--- src/rtl/spi_cmd_pkg.sv ---
// spi_cmd_pkg: opcodes, argument prompt and FSM state type shared by the SPI command counter.
package spi_cmd_pkg;
  localparam logic [7:0] OP_NOP      = 8'h00;
  localparam logic [7:0] OP_INC      = 8'h01;
  localparam logic [7:0] OP_DEC      = 8'h02;
  localparam logic [7:0] OP_LOAD     = 8'h03;
  localparam logic [7:0] OP_CLEAR    = 8'h04;
  localparam logic [7:0] OP_STATUS   = 8'h05;
  localparam logic [7:0] LOAD_PROMPT = 8'hA5;
  typedef enum logic [1:0] {IDLE, CMD, ARG} state_t;
endpackage

--- src/rtl/spi_cmd_counter_if.sv ---
// spi_cmd_counter_if: byte stream from the SPI slave plus the counter's response and display outputs.
interface spi_cmd_counter_if #(parameter int WIDTH = 8);
  logic             cs_active;
  logic             rx_valid;
  logic [7:0]       rx_data;
  logic [7:0]       tx_data;
  logic [WIDTH-1:0] count;
  logic [4:0]       led;
  logic             err;
  modport slave (input cs_active, rx_valid, rx_data, output tx_data, count, led, err);
  modport master(output cs_active, rx_valid, rx_data, input tx_data, count, led, err);
endinterface

--- src/rtl/spi_count_core.sv ---
// spi_count_core: WIDTH-bit up/down/load/clear counter; SPI_CMD_SAT_EN makes INC/DEC saturate instead of wrap.
module spi_count_core #(parameter int WIDTH = 8) (
  input  logic             clk,
  input  logic             rst_n,
  input  logic             i_inc,
  input  logic             i_dec,
  input  logic             i_load,
  input  logic [WIDTH-1:0] i_load_val,
  input  logic             i_clr,
  output logic [WIDTH-1:0] o_count,
  output logic [WIDTH-1:0] o_next
);
  logic [WIDTH-1:0] r_count;
  logic [WIDTH-1:0] w_up;
  logic [WIDTH-1:0] w_dn;
`ifdef SPI_CMD_SAT_EN
  assign w_up = &r_count ? r_count : r_count + 1'b1;
  assign w_dn = ~|r_count ? r_count : r_count - 1'b1;
`else
  assign w_up = r_count + 1'b1;
  assign w_dn = r_count - 1'b1;
`endif
  // strobes are one-hot, so priority order is irrelevant
  assign o_next = i_clr ? '0 : i_load ? i_load_val : i_inc ? w_up : i_dec ? w_dn : r_count;
  always_ff @(posedge clk)
    if (!rst_n) r_count <= '0;
    else r_count <= o_next;
  assign o_count = r_count;
endmodule

--- src/rtl/spi_cmd_counter.sv ---
// spi_cmd_counter: decodes SPI command bytes into counter operations and builds the MISO response byte.
// Build with SPI_CMD_SAT_EN defined for saturating INC/DEC.
module spi_cmd_counter
  import spi_cmd_pkg::*;
#(parameter int WIDTH = 8) (
  input logic             clk,
  input logic             rst_n,
  spi_cmd_counter_if.slave bus
);
  state_t           r_state;
  state_t           w_after;
  state_t           w_state_next;
  logic             r_err;
  logic [7:0]       r_tx;
  logic             w_proc;
  logic             w_cmd;
  logic             w_inc;
  logic             w_dec;
  logic             w_load;
  logic             w_clr;
  logic             w_bad;
  logic             w_err_next;
  logic [7:0]       w_tx_next;
  logic [WIDTH-1:0] w_count;
  logic [WIDTH-1:0] w_next_count;
  assign w_proc = bus.rx_valid && r_state != IDLE;
  always_ff @(posedge clk)
    if (!rst_n) r_state <= IDLE;
    else r_state <= w_state_next;
  // w_after is where this byte leaves us; losing CS while it is ARG aborts the LOAD
  always_comb begin
    w_after      = w_proc ? ((r_state == CMD && bus.rx_data == OP_LOAD) ? ARG : CMD) : r_state;
    w_state_next = !bus.cs_active ? IDLE : (r_state == IDLE ? CMD : w_after);
  end
  always_comb begin
    w_cmd      = w_proc && r_state == CMD;
    w_inc      = w_cmd && bus.rx_data == OP_INC;
    w_dec      = w_cmd && bus.rx_data == OP_DEC;
    w_clr      = w_cmd && bus.rx_data == OP_CLEAR;
    w_load     = w_proc && r_state == ARG;
    w_bad      = w_cmd && bus.rx_data > OP_STATUS;
    w_err_next = w_clr ? 1'b0 : (w_bad || (!bus.cs_active && w_after == ARG)) ? 1'b1 : r_err;
    w_tx_next  = !w_proc ? r_tx :
                 (w_cmd && bus.rx_data == OP_STATUS) ? {7'b0, r_err} :
                 (w_cmd && bus.rx_data == OP_LOAD) ? LOAD_PROMPT : 8'(w_next_count);
  end
  always_ff @(posedge clk)
    if (!rst_n) begin
      r_err <= 1'b0;
      r_tx  <= 8'h00;
    end else begin
      r_err <= w_err_next;
      r_tx  <= w_tx_next;
    end
  spi_count_core #(.WIDTH(WIDTH)) u_core (
    .clk       (clk),
    .rst_n     (rst_n),
    .i_inc     (w_inc),
    .i_dec     (w_dec),
    .i_load    (w_load),
    .i_load_val(bus.rx_data[WIDTH-1:0]),
    .i_clr     (w_clr),
    .o_count   (w_count),
    .o_next    (w_next_count)
  );
  assign bus.count   = w_count;
  assign bus.led     = w_count[4:0];
  assign bus.err     = r_err;
  assign bus.tx_data = r_tx;
endmodule

--- src/flat_wrapper.sv ---
// flat-port wrapper written by rule: the top's interface ports become plain ports
module spi_cmd_counter_flat import spi_cmd_pkg::*;
#(parameter int WIDTH = 8)
  (clk, rst_n, bus_cs_active, bus_rx_valid, bus_rx_data, bus_tx_data, bus_count, bus_led, bus_err);
  spi_cmd_counter_if #(.WIDTH(WIDTH)) bus_i ();
  input logic clk;
  input logic rst_n;
  input wire logic [$bits(bus_i.cs_active)-1:0] bus_cs_active;
  input wire logic [$bits(bus_i.rx_valid)-1:0] bus_rx_valid;
  input wire logic [$bits(bus_i.rx_data)-1:0] bus_rx_data;
  output wire logic [$bits(bus_i.tx_data)-1:0] bus_tx_data;
  output wire logic [$bits(bus_i.count)-1:0] bus_count;
  output wire logic [$bits(bus_i.led)-1:0] bus_led;
  output wire logic [$bits(bus_i.err)-1:0] bus_err;
  assign bus_i.cs_active = bus_cs_active;
  assign bus_i.rx_valid = bus_rx_valid;
  assign bus_i.rx_data = bus_rx_data;
  assign bus_tx_data = bus_i.tx_data;
  assign bus_count = bus_i.count;
  assign bus_led = bus_i.led;
  assign bus_err = bus_i.err;
  spi_cmd_counter #(.WIDTH(WIDTH)) u_core (.clk(clk), .rst_n(rst_n), .bus(bus_i));
endmodule
--- config.mk ---
export PLATFORM = sky130hd
export DESIGN_NAME = spi_cmd_counter_flat
export DESIGN_NICKNAME = d
export VERILOG_FILES = /design/src/rtl/spi_cmd_pkg.sv /design/src/rtl/spi_cmd_counter_if.sv /design/src/rtl/spi_count_core.sv /design/src/rtl/spi_cmd_counter.sv /design/src/flat_wrapper.sv
export SDC_FILE = /design/constraint.sdc
export NUM_CORES = 1
export LEC_CHECK = 0
export BUFFER_PORTS_ARGS = -buffer_cell sky130_fd_sc_hd__buf_2
export CORE_MARGIN = 5
export CORE_UTILIZATION = 55
export DETAILED_ROUTE_END_ITERATION = 10
export PLACE_DENSITY = 0.82
export RECOVER_POWER = 25
export SLEW_MARGIN = 10
export SYNTH_ARGS = -nofsm -noshare
export SYNTH_HDL_FRONTEND = slang
export SYNTH_HIERARCHICAL = 1
export SYNTH_SLANG_ARGS = --single-unit
--- constraint.sdc ---
create_clock -name clk -period 4.85 [get_ports clk]
set_input_delay 0.2425 -clock clk [delete_from_list [all_inputs] [get_ports clk]]
set_output_delay 0.2425 -clock clk [all_outputs]
set_load 0.02 [all_outputs]
* Word-level counts from Yosys, hierarchy flattened
Index checks and enable logic that the tools add are counted.
** Word-level totals
- Input bits :: 12
- Word-level logic and storage cells :: 45
- Register bits after elaboration :: 19
** Cells by class
- $add $sub $neg :: 2
- Bitwise gates (word level) :: 2
- Reduce and logical (&&, ||, !) cells :: 18
- Mux-type cells :: 9
- $lt $le $gt $ge :: 1
- Equality and inequality tests :: 8
** Operator list (count)
- $mux 8 :: 6
- $eq 8x2->1 const B :: 2
- $eq 8x3->1 const B :: 2
- $logic_and 1x1->1 :: 11
- $add 8x1->8 const B :: 1
- $eq 8x1->1 const B :: 1
- $gt 8x3->1 const B :: 1
- $sub 8x1->8 const B :: 1
- $eq 2x2->1 const B :: 2
- $mux 2 :: 2
- $reduce_or 3->1 :: 1
- $eq 2x1->1 const B :: 1
- $logic_not 2->1 :: 1
- $not 1->1 :: 2
- $reduce_and 2->1 :: 1
- $reduce_bool 2->1 :: 1
- $reduce_or 2->1 :: 1
- $logic_not 1->1 :: 1
- $logic_or 1x1->1 :: 1
- $mux 1 :: 1

* Depth between registers and ports, before layout
Gate-level depths: netlist of the first run.
- Depth in word-level cells :: 10
- Mapped depth :: 11
- Depth with buffers taken out :: 10

* Modules after synthesis
The synthesis of the first run kept the hierarchy.
** Modules (own cells, without submodules)
- spi_count_core :: cells an instance 95, area an instance 732.0 um2, instances 1, sequential area each 160.2 um2
- spi_cmd_counter :: cells an instance 70, area an instance 608.1 um2, instances 1, sequential area each 220.2 um2

* Worst setup path before layout of the first run
OpenSTA, ideal clock, no wires.
- Path kind :: input port to flip-flop
- Start :: input bus_rx_data[5]
- End :: register u_core.r_tx[7] (netlist: u_core/bus.tx_data[7])
- Slack :: 1.840 ns
- Arrival :: 2.876 ns
- Required time :: 4.717 ns
- Library setup time :: 0.133 ns
- Cell stages on the path :: 9
- Cells stage by stage :: or2_2 > or4_1 > nor4b_1 > nor3b_2 > nand2_2 > o311a_1 > or3_1 > a21oi_1 > a221oi_1
** On the way
- Longest elaborated chain between the ends :: 8
- Elaborated cells between the ends (all ways) :: 16
- Classes of those cells :: 5 x eq/ne; 6 x mux; 5 x reduce/logical
** RTL lines
- from (decl) :: line flat_wrapper.sv:10 : input wire logic [$bits(bus_i.rx_data)-1:0] bus_rx_data;
- $eq 8x2->1 :: line spi_cmd_counter.sv:38 : w_dec = w_cmd && bus.rx_data == OP_DEC;
- $logic_and 1x1->1 :: line spi_cmd_counter.sv:38
- net u_core.w_dec :: line spi_cmd_counter.sv:18 : logic w_dec;
- $mux 8 (4 in series) :: line spi_count_core.sv:24 : assign o_next = i_clr ? '0 : i_load ? i_load_val : i_inc ? w_up : i_dec ? w_dn : r_count;
- net u_core.w_next_count[7] :: line spi_cmd_counter.sv:25 : logic [WIDTH-1:0] w_next_count;
- $mux 8 :: line spi_cmd_counter.sv:45 : (w_cmd && bus.rx_data == OP_LOAD) ? LOAD_PROMPT : 8'(w_next_count);
- $mux 8 :: line spi_cmd_counter.sv:44 : (w_cmd && bus.rx_data == OP_STATUS) ? {7'b0, r_err} :
- to (signal assigned) :: line spi_cmd_counter.sv:53 : r_tx <= w_tx_next;
- to (decl) :: line spi_cmd_counter.sv:14 : logic [7:0] r_tx;
The timed path passes the listed nets, and every way through them passes these cells.
A chain may end at the register's enable or synchronous reset.

* Final worst setup path of the first run
Same ends and word-level chain as after synthesis.

==> results of run 1 <==
through the flow:
| stage | area, sq um | instances | setup WS, ns | utilization |
|---|---|---|---|---|
| global placement | 1498 | 217 | 1.493 | 0.6581 |
| detailed placement | 1498 | 217 | 1.382 | 0.6581 |
| CTS | 1524 | 221 | 1.726 | 0.6696 |
| global route | 1511 | 221 | 1.352 | 0.6641 |
| floorplan | 1340 | 165 | 1.840 | - |
| finish | 1511 | 221 | 1.628 | 0.6641 |
placed cells by master, fill, tap and decap left out, types with 3 or more instances in the layout:
cell and count:
nand2b_1 4, a21oi_1 10, nand2_1 15, a32o_1 4
nor3_1 4, o311ai_1 3, nand4_1 3, buf_4 3
or3_1 6, buf_2 23, inv_1 6, and4_1 3
clkbuf_4 3, a211oi_1 3, nor2_1 8, dfxtp_1 19
and2_1 6, nand3_1 5, nor3b_1 4, clkbuf_1 11
a221oi_1 3, nor2b_1 5
synthesized netlist by cell type (all sizes together) (3+ instances only):
library cell | n | share of area
a21oi | 10 | 0.037
inv | 7 | 0.020
clkbuf | 4 | 0.011
nor3b | 6 | 0.037
buf | 8 | 0.046
dfxtp | 19 | 0.28
nor2b | 5 | 0.023
o311ai | 3 | 0.020
or3 | 7 | 0.036
nor3 | 4 | 0.015
nor2 | 8 | 0.022
nand3 | 5 | 0.019
a211oi | 3 | 0.017
a221oi | 3 | 0.020
o21ai | 3 | 0.011
nand2 | 16 | 0.047
and4 | 3 | 0.020
nand2b | 4 | 0.019
nor4 | 4 | 0.030
nand4 | 3 | 0.014
a32o | 5 | 0.038
and2 | 6 | 0.028
flip-flops by register name, summed over array words and instances (netlist names):
name and flops:
u_core/bus.tx_data 8, u_core/u_core/o_count 8, u_core/r_state 2, u_core/bus.err 1
worst reg2reg max path, stage by stage, from the launching register on:
cell and delay (ns):
dfxtp_1 0.45, nand3b_1 0.22, nor4b_1 0.74, nor3b_2 0.44, nand2_2 0.13, o311a_1 0.30
or3_1 0.37, a21oi_1 0.16, a221oi_1 0.10
worst max-delay path by stage:
stage	start	end	slack (ns)	cells after the start
6_report	bus_rx_data[5]	u_core/bus.tx_data[7]$_SDFFE_PN0N_	1.63	10
5_1_grt	bus_rx_data[5]	u_core/bus.tx_data[7]$_SDFFE_PN0N_	1.35	10
4_1_cts	bus_rx_data[5]	u_core/bus.tx_data[7]$_SDFFE_PN0N_	1.73	10
3_5_place_dp	bus_rx_data[5]	u_core/bus.tx_data[7]$_SDFFE_PN0N_	1.38	10
3_3_place_gp	bus_rx_data[5]	u_core/bus.tx_data[7]$_SDFFE_PN0N_	1.49	10
2_1_floorplan	bus_rx_data[5]	u_core/bus.tx_data[7]$_SDFFE_PN0N_	1.84	9
metal layers:
metal	wire length, microns	up-vias
li1	-	678
met1	1537	652
met2	1608	79
met3	403	7
met4	38	0
met5	0	-
power by group:
group / internal (W) / switching, W
Sequential: 0.000157 / 0.00000123
Clock: 0.0000320 / 0.0000480
Combinational: 0.00000856 / 0.0000162
Total: 0.000197 / 0.0000654
cells by family (layout without fill, tap and decap cells):
logic type,after synthesis,count (layout),synth area share
and+or+nand+nor,80,80,0.3688
buffers and inverters,19,47,0.07655
xor gates and xnor gates,1,1,0.006537
DFF,19,19,0.2838
AOI/OAI and AO/OA,44,44,0.2456
adders and majority gates,2,2,0.01867
area by class of cell:
| type | count | share of cell area |
|---|---|---|
| inverter | 7 | 0.01738 |
| sequential | 19 | 0.2517 |
| tap | 28 | 0.02318 |
| clock buffer | 4 | 0.01738 |
| timing repair buffer | 36 | 0.1159 |
| multi-input combinational | 127 | 0.5745 |
==> run_results.csv, run 1 <==
group,metric,value,unit
synth,synth_warnings,6,
global_routing,gr-total-overflow,0,
worst_setup_path,slowest_delay,0.75,ns
floorplanning,core_area,2276,sq um
timing,fmax,310.4,MHz
global_routing,use_met2,0.3214,
drt,viasPerCell,6.407,
drt,route.detailed.drc,0,
synth,syn_area_per_cell,8.121,sq um
timing,hold_slack,0.2661,ns
clock_network,postCtsSetupBuffers,0,
cells_and_area,diodes,0,
cells_and_area,regArea,380.4,sq um
clock_network,clk_pin_slew,0.11,ns
worst_setup_path,crit_family,"simple AND/OR/NAND/NOR gates",
cells_and_area,n_fill_cell,204,
power_and_ir_drop,power_density,174.0,nW/um^2
worst_setup_path,r2r_end,"u_core/bus.tx_data[7]$_SDFFE_PN0N_",
global_routing,grt_usage,0.2190,
timing,finalSetupViolCount,0,
floorplanning,initial_utilization,0.5888,
timing,fin_skew,0.005586,ns
timing,fin_crit,3.222,ns
drt,drt_pass1_iterations,4,
drt,drt-initial-drc-count,105,
power_and_ir_drop,peakVddDrop,181.2,uV
min_path,min_from,"bus_cs_active",
drt,antenna_left,0,
global_routing,gr-max-usage-layer,"met2",
synth,async_flop_share,0,
floorplanning,die_height,59.36,microns
worst_setup_path,slowest_stage,"nor4b_1",
worst_setup_path,required,5.03,ns
floorplanning,ios,34,
clock_network,htreeDepth,1,
clock_network,cts_resized,0,
drt,drt_wl_total,3588,microns
worst_setup_path,crit_arrival,3.40,ns
floorplanning,die_x,59.36,microns
timing,final_hold_viol_count,0,
timing,tightestPinTransition,0.8251,ns
cells_and_area,fin_nets,208,
timing,drv_slew,0,
placement,gp_congestion,0.9260,
clock_network,clock_sinks,19,
global_routing,grt_pass1_vias,1275,
global_routing,grt_pass1_wl,5954,microns
run,cap_violations,0,
worst_setup_path,crit_type,"input port to flip-flop",
floorplanning,placementRows,17,
worst_setup_path,r2r_slack,1.82,ns
worst_setup_path,path_buf_inv,1,
min_path,hold_depth,3,
power_and_ir_drop,p_leak,0.5803,nW
timing,period_share,0.6643,
timing,maxSlewHeadroom,0.4422,
cells_and_area,multi_input_area,868.3,sq um
global_routing,gr-usage-met3,0.04357,
cells_and_area,layout-drive-gt1-share,0.2021,
cells_and_area,area_growth,12.79,%
timing,rsz0062_at_grt,"false",
synth,synthCells,165,
worst_setup_path,crit_chain,"buf_2 > or2_2 > or4_1 > nor4b_1 > nor3b_2 > nand2_2 > o311a_1 > or3_1 > a21oi_1 > a221oi_1",
worst_setup_path,r2r-start,"u_core/r_state[0]$_SDFF_PN0_",
global_routing,grt_max_degree,23,
synth,yosys_register_bits,19,
outcome,status,"finished, final reports clean",
synth,syn_nets,179,
clock_network,cts_root_buffer,"clkbuf_4",
synth,synth-edff-count,0,
placement,io_buffers,33,
min_path,hold_end,"u_core/r_state[0]$_SDFF_PN0_",
clock_network,cts_buffer_depth,2,
worst_setup_path,crit_path_start_kind,"input port",
power_and_ir_drop,p_total,0.0002629,W
floorplanning,fp.dieArea,3524,sq um
min_path,hp-class,"input port to flip-flop",
worst_setup_path,crit_fanout,7,
drt,vias,1416,
synth,netlist_area,1340,sq um
global_routing,antenna_found_initial,0,
synth,yosysSeqAreaShare,0.2838,
global_routing,grt.met1_usage,0.3176,
worst_setup_path,r2r_cells,8,
worst_setup_path,end_kind,"flip-flop",
clock_network,cts_tree,"yes",
synth,ys_types,52,
timing,setup_tns,0,ns
clock_network,clk_latency,0.30,ns
clock_network,cts_buffers,3,
clock_network,cts_hold_buf,0,
synth,synth_flop_cell,"dfxtp_1",
placement,dp_hpwl,2663,microns
drt,wl_per_cell,16.24,microns
No activity file was read; power rests on OpenSTA's default activity.
==> inputs of run 2 (changes only) <==
Settings changed: CORE_UTILIZATION 55 to 47, PLACE_DENSITY 0.82 to 0.75.
Clock period 4.85 ns to 2.61 ns, I/O delays scaled along.
==> run 2 against run 1 <==
Power increased by 94%. Cell count grew 11%. Sequential power increased by 86%. Non-clock buffer count rose by 22. Via count up 9.0%. Critical path type is now flip-flop to flip-flop.
==> run_results.csv, run 2 (synthesis gave the netlist of run 1 again) <==
group,metric,value,unit
outcome,status,"finished, final reports clean",
clock_network,cts_hold_buf,0,
clock_network,clk_latency,0.31,ns
worst_setup_path,crit_arrival,2.56,ns
global_routing,gr-total-overflow,0,
cells_and_area,final_common_cell,"buf_4",
cells_and_area,n_fill_cell,260,
drt,route.detailed.drc,0,
worst_setup_path,crit_top_cell,"buf_4",
timing,drv_slew,0,
floorplanning,die_x,63.40,microns
timing,setup_slack,0.2348,ns
cells_and_area,final_cell_mix,"buf_4, buf_2, dfxtp_1",
timing,maxSlewHeadroom,0.5728,
drt,wl_per_cell,16.61,microns
drt,viasPerCell,6.276,
timing,final_hold_viol_count,0,
floorplanning,core_area,2734,sq um
min_path,hold_depth,3,
worst_setup_path,required,2.80,ns
worst_setup_path,r2r_end,"u_core/bus.tx_data[7]$_SDFFE_PN0N_",
floorplanning,fp.dieArea,4019,sq um
min_path,hold_end,"u_core/r_state[1]$_SDFF_PP0_",
run,cap_violations,0,
cells_and_area,area_growth,28.38,%
drt,drt_pass1_iterations,4,
worst_setup_path,end_kind,"flip-flop",
worst_setup_path,crit_family,"simple AND/OR/NAND/NOR gates",
worst_setup_path,crit_fanout,8,
global_routing,antenna_found_initial,0,
drt,highest_layer,"met4",
clock_network,cts_resized,0,
cells_and_area,final_core_util,0.6293,
worst_setup_path,r2r-start,"u_core/r_state[1]$_SDFF_PP0_",
cells_and_area,multi_input_area,907.1,sq um
worst_setup_path,slowest_stage,"dfxtp_1",
clock_network,cts_buffer_depth,2,
clock_network,postCtsSetupBuffers,0,
timing,fmax,421.0,MHz
min_path,hp-class,"input port to flip-flop",
cells_and_area,regArea,380.4,sq um
global_routing,grt_pass1_vias,1480,
worst_setup_path,r2r_cells,11,
worst_setup_path,crit_path_start_kind,"flip-flop",
timing,tightestPinTransition,0.6365,ns
placement,dp_slack,-0.07411,ns
min_path,min_from,"bus_cs_active",
clock_network,clk_pin_slew,0.12,ns
clock_network,htreeDepth,1,
floorplanning,placementRows,19,
placement,dp_hpwl,3205,microns
worst_setup_path,crit_type,"flip-flop to flip-flop",
timing,finalSetupViolCount,0,
cells_and_area,diodes,0,
power_and_ir_drop,p_leak,0.6989,nW
drt,wl_met2,1905,microns
drt,drt_wl_total,4085,microns
clock_network,cts_root_buffer,"clkbuf_4",
drt,drt-initial-drc-count,96,
floorplanning,initial_utilization,0.4902,
worst_setup_path,slowest_delay,0.38,ns
drt,wl_met3,332,microns
placement,gp_congestion,0.9308,
floorplanning,die_height,63.40,microns
drt,antenna_left,0,
timing,period_share,0.9100,
worst_setup_path,r2r_slack,0.23,ns
power_and_ir_drop,power_density,296.1,nW/um^2
cells_and_area,fin_nets,230,
clock_network,cts_tree,"yes",
worst_setup_path,critPathLaunch,"u_core/r_state[1]$_SDFF_PP0_",
worst_setup_path,crit_chain,"nand3b_1 > or3_4 > nor3_4 > buf_4 > nor4_4 > buf_4 > nand2_2 > nor4_1 > or3_1 > a21oi_1 > a221oi_1",
global_routing,grt_pass1_wl,6955,microns
timing,setup_tns,0,ns
placement,io_buffers,33,
clock_network,cts_buffers,3,
cells_and_area,layout-drive-gt1-share,0.3070,
drt,wirelength_met1,1753,microns
global_routing,grt_usage,0.2090,
timing,fin_skew,0.002623,ns
drt,vias,1544,
timing,fin_crit,2.375,ns
worst_setup_path,path_buf_inv,2,
power_and_ir_drop,peakVddDrop,274.7,uV
timing,rsz0062_at_grt,"false",
clock_network,clock_sinks,19,
floorplanning,ios,34,
global_routing,grt_max_degree,13,
[run 2: area by class of cell]
class	count	share of cell area
Multi-Input combinational cell	127	0.5273
Sequential cell	19	0.2211
Timing Repair Buffer	58	0.1978
Tap cell	31	0.02255
Inverter	7	0.01527
Clock buffer	3	0.01309
Clock inverter	1	0.002909
[run 2: worst reg2reg max path: stages, from the launching register on]
cell	delay, ns
dfxtp_1	0.38
nand3b_1	0.21
or3_4	0.37
nor3_4	0.19
buf_4	0.18
nor4_4	0.05
buf_4	0.16
nand2_2	0.07
nor4_1	0.05
or3_1	0.38
a21oi_1	0.13
a221oi_1	0.08
[run 2: through the flow]
stage | hold slack, ns | cells | power, W | cell area, sq um
CTS | 0.08634 | 246 | 0.0005098 | 1733
global placement | 0.4160 | 242 | 0.0003554 | 1705
detailed placement | 0.4178 | 242 | 0.0003568 | 1705
floorplan | 0.2522 | 165 | 0.0003236 | 1389
global route | 0.09009 | 246 | 0.0005367 | 1720
finish | 0.08291 | 246 | 0.0005094 | 1720
[run 2: per-layer routing]
| metal | vias up | global-route usage |
|---|---|---|
| met1 | 730 | 0.2825 |
| li1 | 729 | - |
| met4 | 0 | 0.06753 |
| met2 | 75 | 0.3287 |
| met3 | 10 | 0.04440 |
| met5 | - | 0 |
[run 2: report_power, final]
group	internal (W)	total, W	switching (W)
sequential	0.000292	0.000294	0.00000226
combinational	0.0000237	0.0000573	0.0000337
clock	0.0000572	0.000158	0.000101
total	0.000373	0.000509	0.000137
[run 2: worst max-delay path by stage]
stage                                                     to  cells after the start
after floorplan           u_core/bus.tx_data[7]$_SDFFE_PN0N_                     10
after global placement    u_core/bus.tx_data[7]$_SDFFE_PN0N_                     10
after detailed placement  u_core/bus.tx_data[7]$_SDFFE_PN0N_                     10
after CTS                 u_core/bus.tx_data[7]$_SDFFE_PN0N_                     10
after global routing      u_core/bus.tx_data[7]$_SDFFE_PN0N_                      9
final                     u_core/bus.tx_data[7]$_SDFFE_PN0N_                     11
==> inputs of run 3 (changes only) <==
--- a/config.mk
+++ b/config.mk
@@ -11,3 +11,3 @@
 export DETAILED_ROUTE_END_ITERATION = 10
-export PLACE_DENSITY = 0.75
+export PLACE_DENSITY = 0.81
 export RECOVER_POWER = 25
==> constraint.sdc (replaced) <==
create_clock -name clk -period 2.61 [get_ports clk]
set_input_delay 0.3915 -clock clk [delete_from_list [all_inputs] [get_ports clk]]
set_output_delay 0.3915 -clock clk [all_outputs]
set_load 0.02 [all_outputs]
==> run 3 against run 2 <==
First-iteration DRC count grew 48%. Critical path depth shrank 1. Via count grew 0.32%. Sequential power is essentially flat. Critical path type is now input port to flip-flop. Critical endpoint is now u_core/bus.tx_data[2]$_SDFFE_PN0N_.
==> run_results.csv, run 3 (synthesis gave the netlist of run 1 again) <==
group,metric,value,unit
timing,final_hold_viol_count,0,
global_routing,grt_pass1_vias,1552,
floorplanning,die_x,63.40,microns
worst_setup_path,crit_type,"input port to flip-flop",
power_and_ir_drop,power_density,282.5,nW/um^2
worst_setup_path,end_kind,"flip-flop",
cells_and_area,area_growth,34.64,%
timing,maxSlewHeadroom,0.4569,
worst_setup_path,slowest_delay,0.53,ns
global_routing,grt_max_degree,23,
clock_network,clock_sinks,19,
timing,period_share,0.9888,
worst_setup_path,required,2.82,ns
floorplanning,die_height,63.40,microns
placement,place_area,1715,sq um
cells_and_area,fin_nets,232,
drt,drt_pass1_iterations,4,
worst_setup_path,crit_family,"simple AND/OR/NAND/NOR gates",
clock_network,cts_hold_buf,0,
clock_network,cts_tree,"yes",
drt,wl_per_cell,17.12,microns
outcome,status,"finished, final reports clean",
floorplanning,placementRows,19,
timing,fin_skew,0.007053,ns
floorplanning,initial_utilization,0.4902,
clock_network,clk_pin_slew,0.11,ns
drt,antenna_left,0,
worst_setup_path,slowest_stage,"or4b_4",
run,cap_violations,0,
cells_and_area,design_area,1804,sq um
timing,fin_crit,2.581,ns
placement,dp_hpwl,3224,microns
power_and_ir_drop,peakVddDrop,364.3,uV
placement,dp_slack,-0.3746,ns
cells_and_area,layout-drive-gt1-share,0.3502,
drt,vias,1549,
min_path,min_from,"bus_cs_active",
clock_network,cts_root_buffer,"clkbuf_4",
drt,route.detailed.drc,0,
clock_network,clk_latency,0.30,ns
timing,rsz0062_at_grt,"true",
floorplanning,ios,34,
clock_network,htreeDepth,1,
timing,fmax,387.5,MHz
global_routing,gr-total-overflow,0,
worst_setup_path,r2r_cells,9,
global_routing,grt_usage,0.2152,
worst_setup_path,crit_fanout,9,
floorplanning,core_area,2734,sq um
timing,setup_slack,0.02919,ns
drt,drt-initial-drc-count,142,
worst_setup_path,crit_path_start_kind,"input port",
power_and_ir_drop,p_leak,0.7231,nW
placement,gp_congestion,0.9511,
power_and_ir_drop,p_total,0.0005097,W
placement,io_buffers,33,
clock_network,cts_buffers,3,
cells_and_area,final_common_cell,"buf_4",
min_path,hold_end,"u_core/r_state[1]$_SDFF_PP0_",
worst_setup_path,r2r-start,"u_core/r_state[0]$_SDFF_PN0_",
clock_network,cts_buffer_depth,2,
worst_setup_path,r2r_end,"u_core/bus.tx_data[2]$_SDFFE_PN0N_",
min_path,hold_depth,3,
timing,finalSetupViolCount,0,
min_path,hp-class,"input port to flip-flop",
timing,drv_slew,0,
worst_setup_path,crit_chain,"buf_2 > or4b_4 > or3_4 > nor3_4 > buf_4 > nand2_1 > o31a_1 > a31oi_2 > a21oi_1 > a221oi_1",
global_routing,grt_pass1_wl,7148,microns
cells_and_area,diodes,0,
floorplanning,fp.dieArea,4019,sq um
timing,tightestPinTransition,0.8092,ns
drt,drt_wl_total,4245,microns
cells_and_area,final_cell_mix,"buf_4, buf_2, dfxtp_1",
drt,viasPerCell,6.246,
worst_setup_path,r2r_slack,0.18,ns
worst_setup_path,path_buf_inv,2,
global_routing,antenna_found_initial,0,
worst_setup_path,crit_arrival,2.79,ns
[run 3: cell type report]
cell class	count	area [sq um]
multi-input combinational	127	945.9
fill	223	929.6
timing repair buffer	60	385.4
sequential	19	380.4
tap	31	38.79
inverter	7	26.28
clock buffer	3	22.52
clock inverter	1	5.005
[run 3: how the worst max path moves through the flow]
| stage | start | end | slack (ns) | cells past startpoint |
|---|---|---|---|---|
| 3_3_place_gp | bus_rx_data[5] | u_core/bus.tx_data[7]$_SDFFE_PN0N_ | -0.34 | 10 |
| 3_5_place_dp | bus_rx_data[5] | u_core/bus.tx_data[7]$_SDFFE_PN0N_ | -0.37 | 10 |
| 5_1_grt | bus_rx_data[3] | u_core/bus.tx_data[5]$_SDFFE_PN0N_ | -0.1 | 11 |
| 2_1_floorplan | bus_rx_data[3] | u_core/bus.tx_data[7]$_SDFFE_PN0N_ | -0.25 | 10 |
| 4_1_cts | bus_rx_data[5] | u_core/bus.tx_data[7]$_SDFFE_PN0N_ | 0.0008 | 10 |
| 6_report | bus_rx_data[3] | u_core/bus.tx_data[2]$_SDFFE_PN0N_ | 0.03 | 10 |
[run 3: routing by layer]
metal	GRT usage	vias up	wire [microns]	part of all wire
li1	-	735	-	-
met1	0.2597	734	1799	0.42
met2	0.3604	68	2063	0.49
met3	0.04618	12	262	0.062
met4	0.09870	0	119	0.028
met5	0	-	0	0
[run 3: power by group]
group | switching (W) | internal [W] | total, W | leakage (nW)
Sequential | 0.00000239 | 0.000292 | 0.000294 | 0.153
Clock | 0.0000926 | 0.0000572 | 0.000150 | 0.0177
Combinational | 0.0000364 | 0.0000296 | 0.0000660 | 0.552
Total | 0.000131 | 0.000378 | 0.000510 | 0.723
[run 3: worst register-to-register path, delay by kind of cell, from the launching register on]
kind	cells	cell delay, ns
compound gates	4	0.84
simple gates	4	0.84
flops	1	0.45
buf+inv	1	0.20
[run 3: metrics by stage]
stage          setup TNS, ns  instances    util  hold WS, ns
2_1_floorplan        -0.6241        165       -       0.5132
3_3_place_gp          -2.473        241  0.6275       0.4558
3_5_place_dp          -2.977        241  0.6275       0.4452
4_1_cts                    0        247  0.6517       0.3580
5_1_grt              -0.2168        248  0.6600       0.3524
6_report                   0        248  0.6600       0.3628
[run 3: timing repair]
item	CTS	global route
setup endpoints to repair	3	9
setup buffers	2	1
gates resized for setup	5	5
pin swaps	2	3
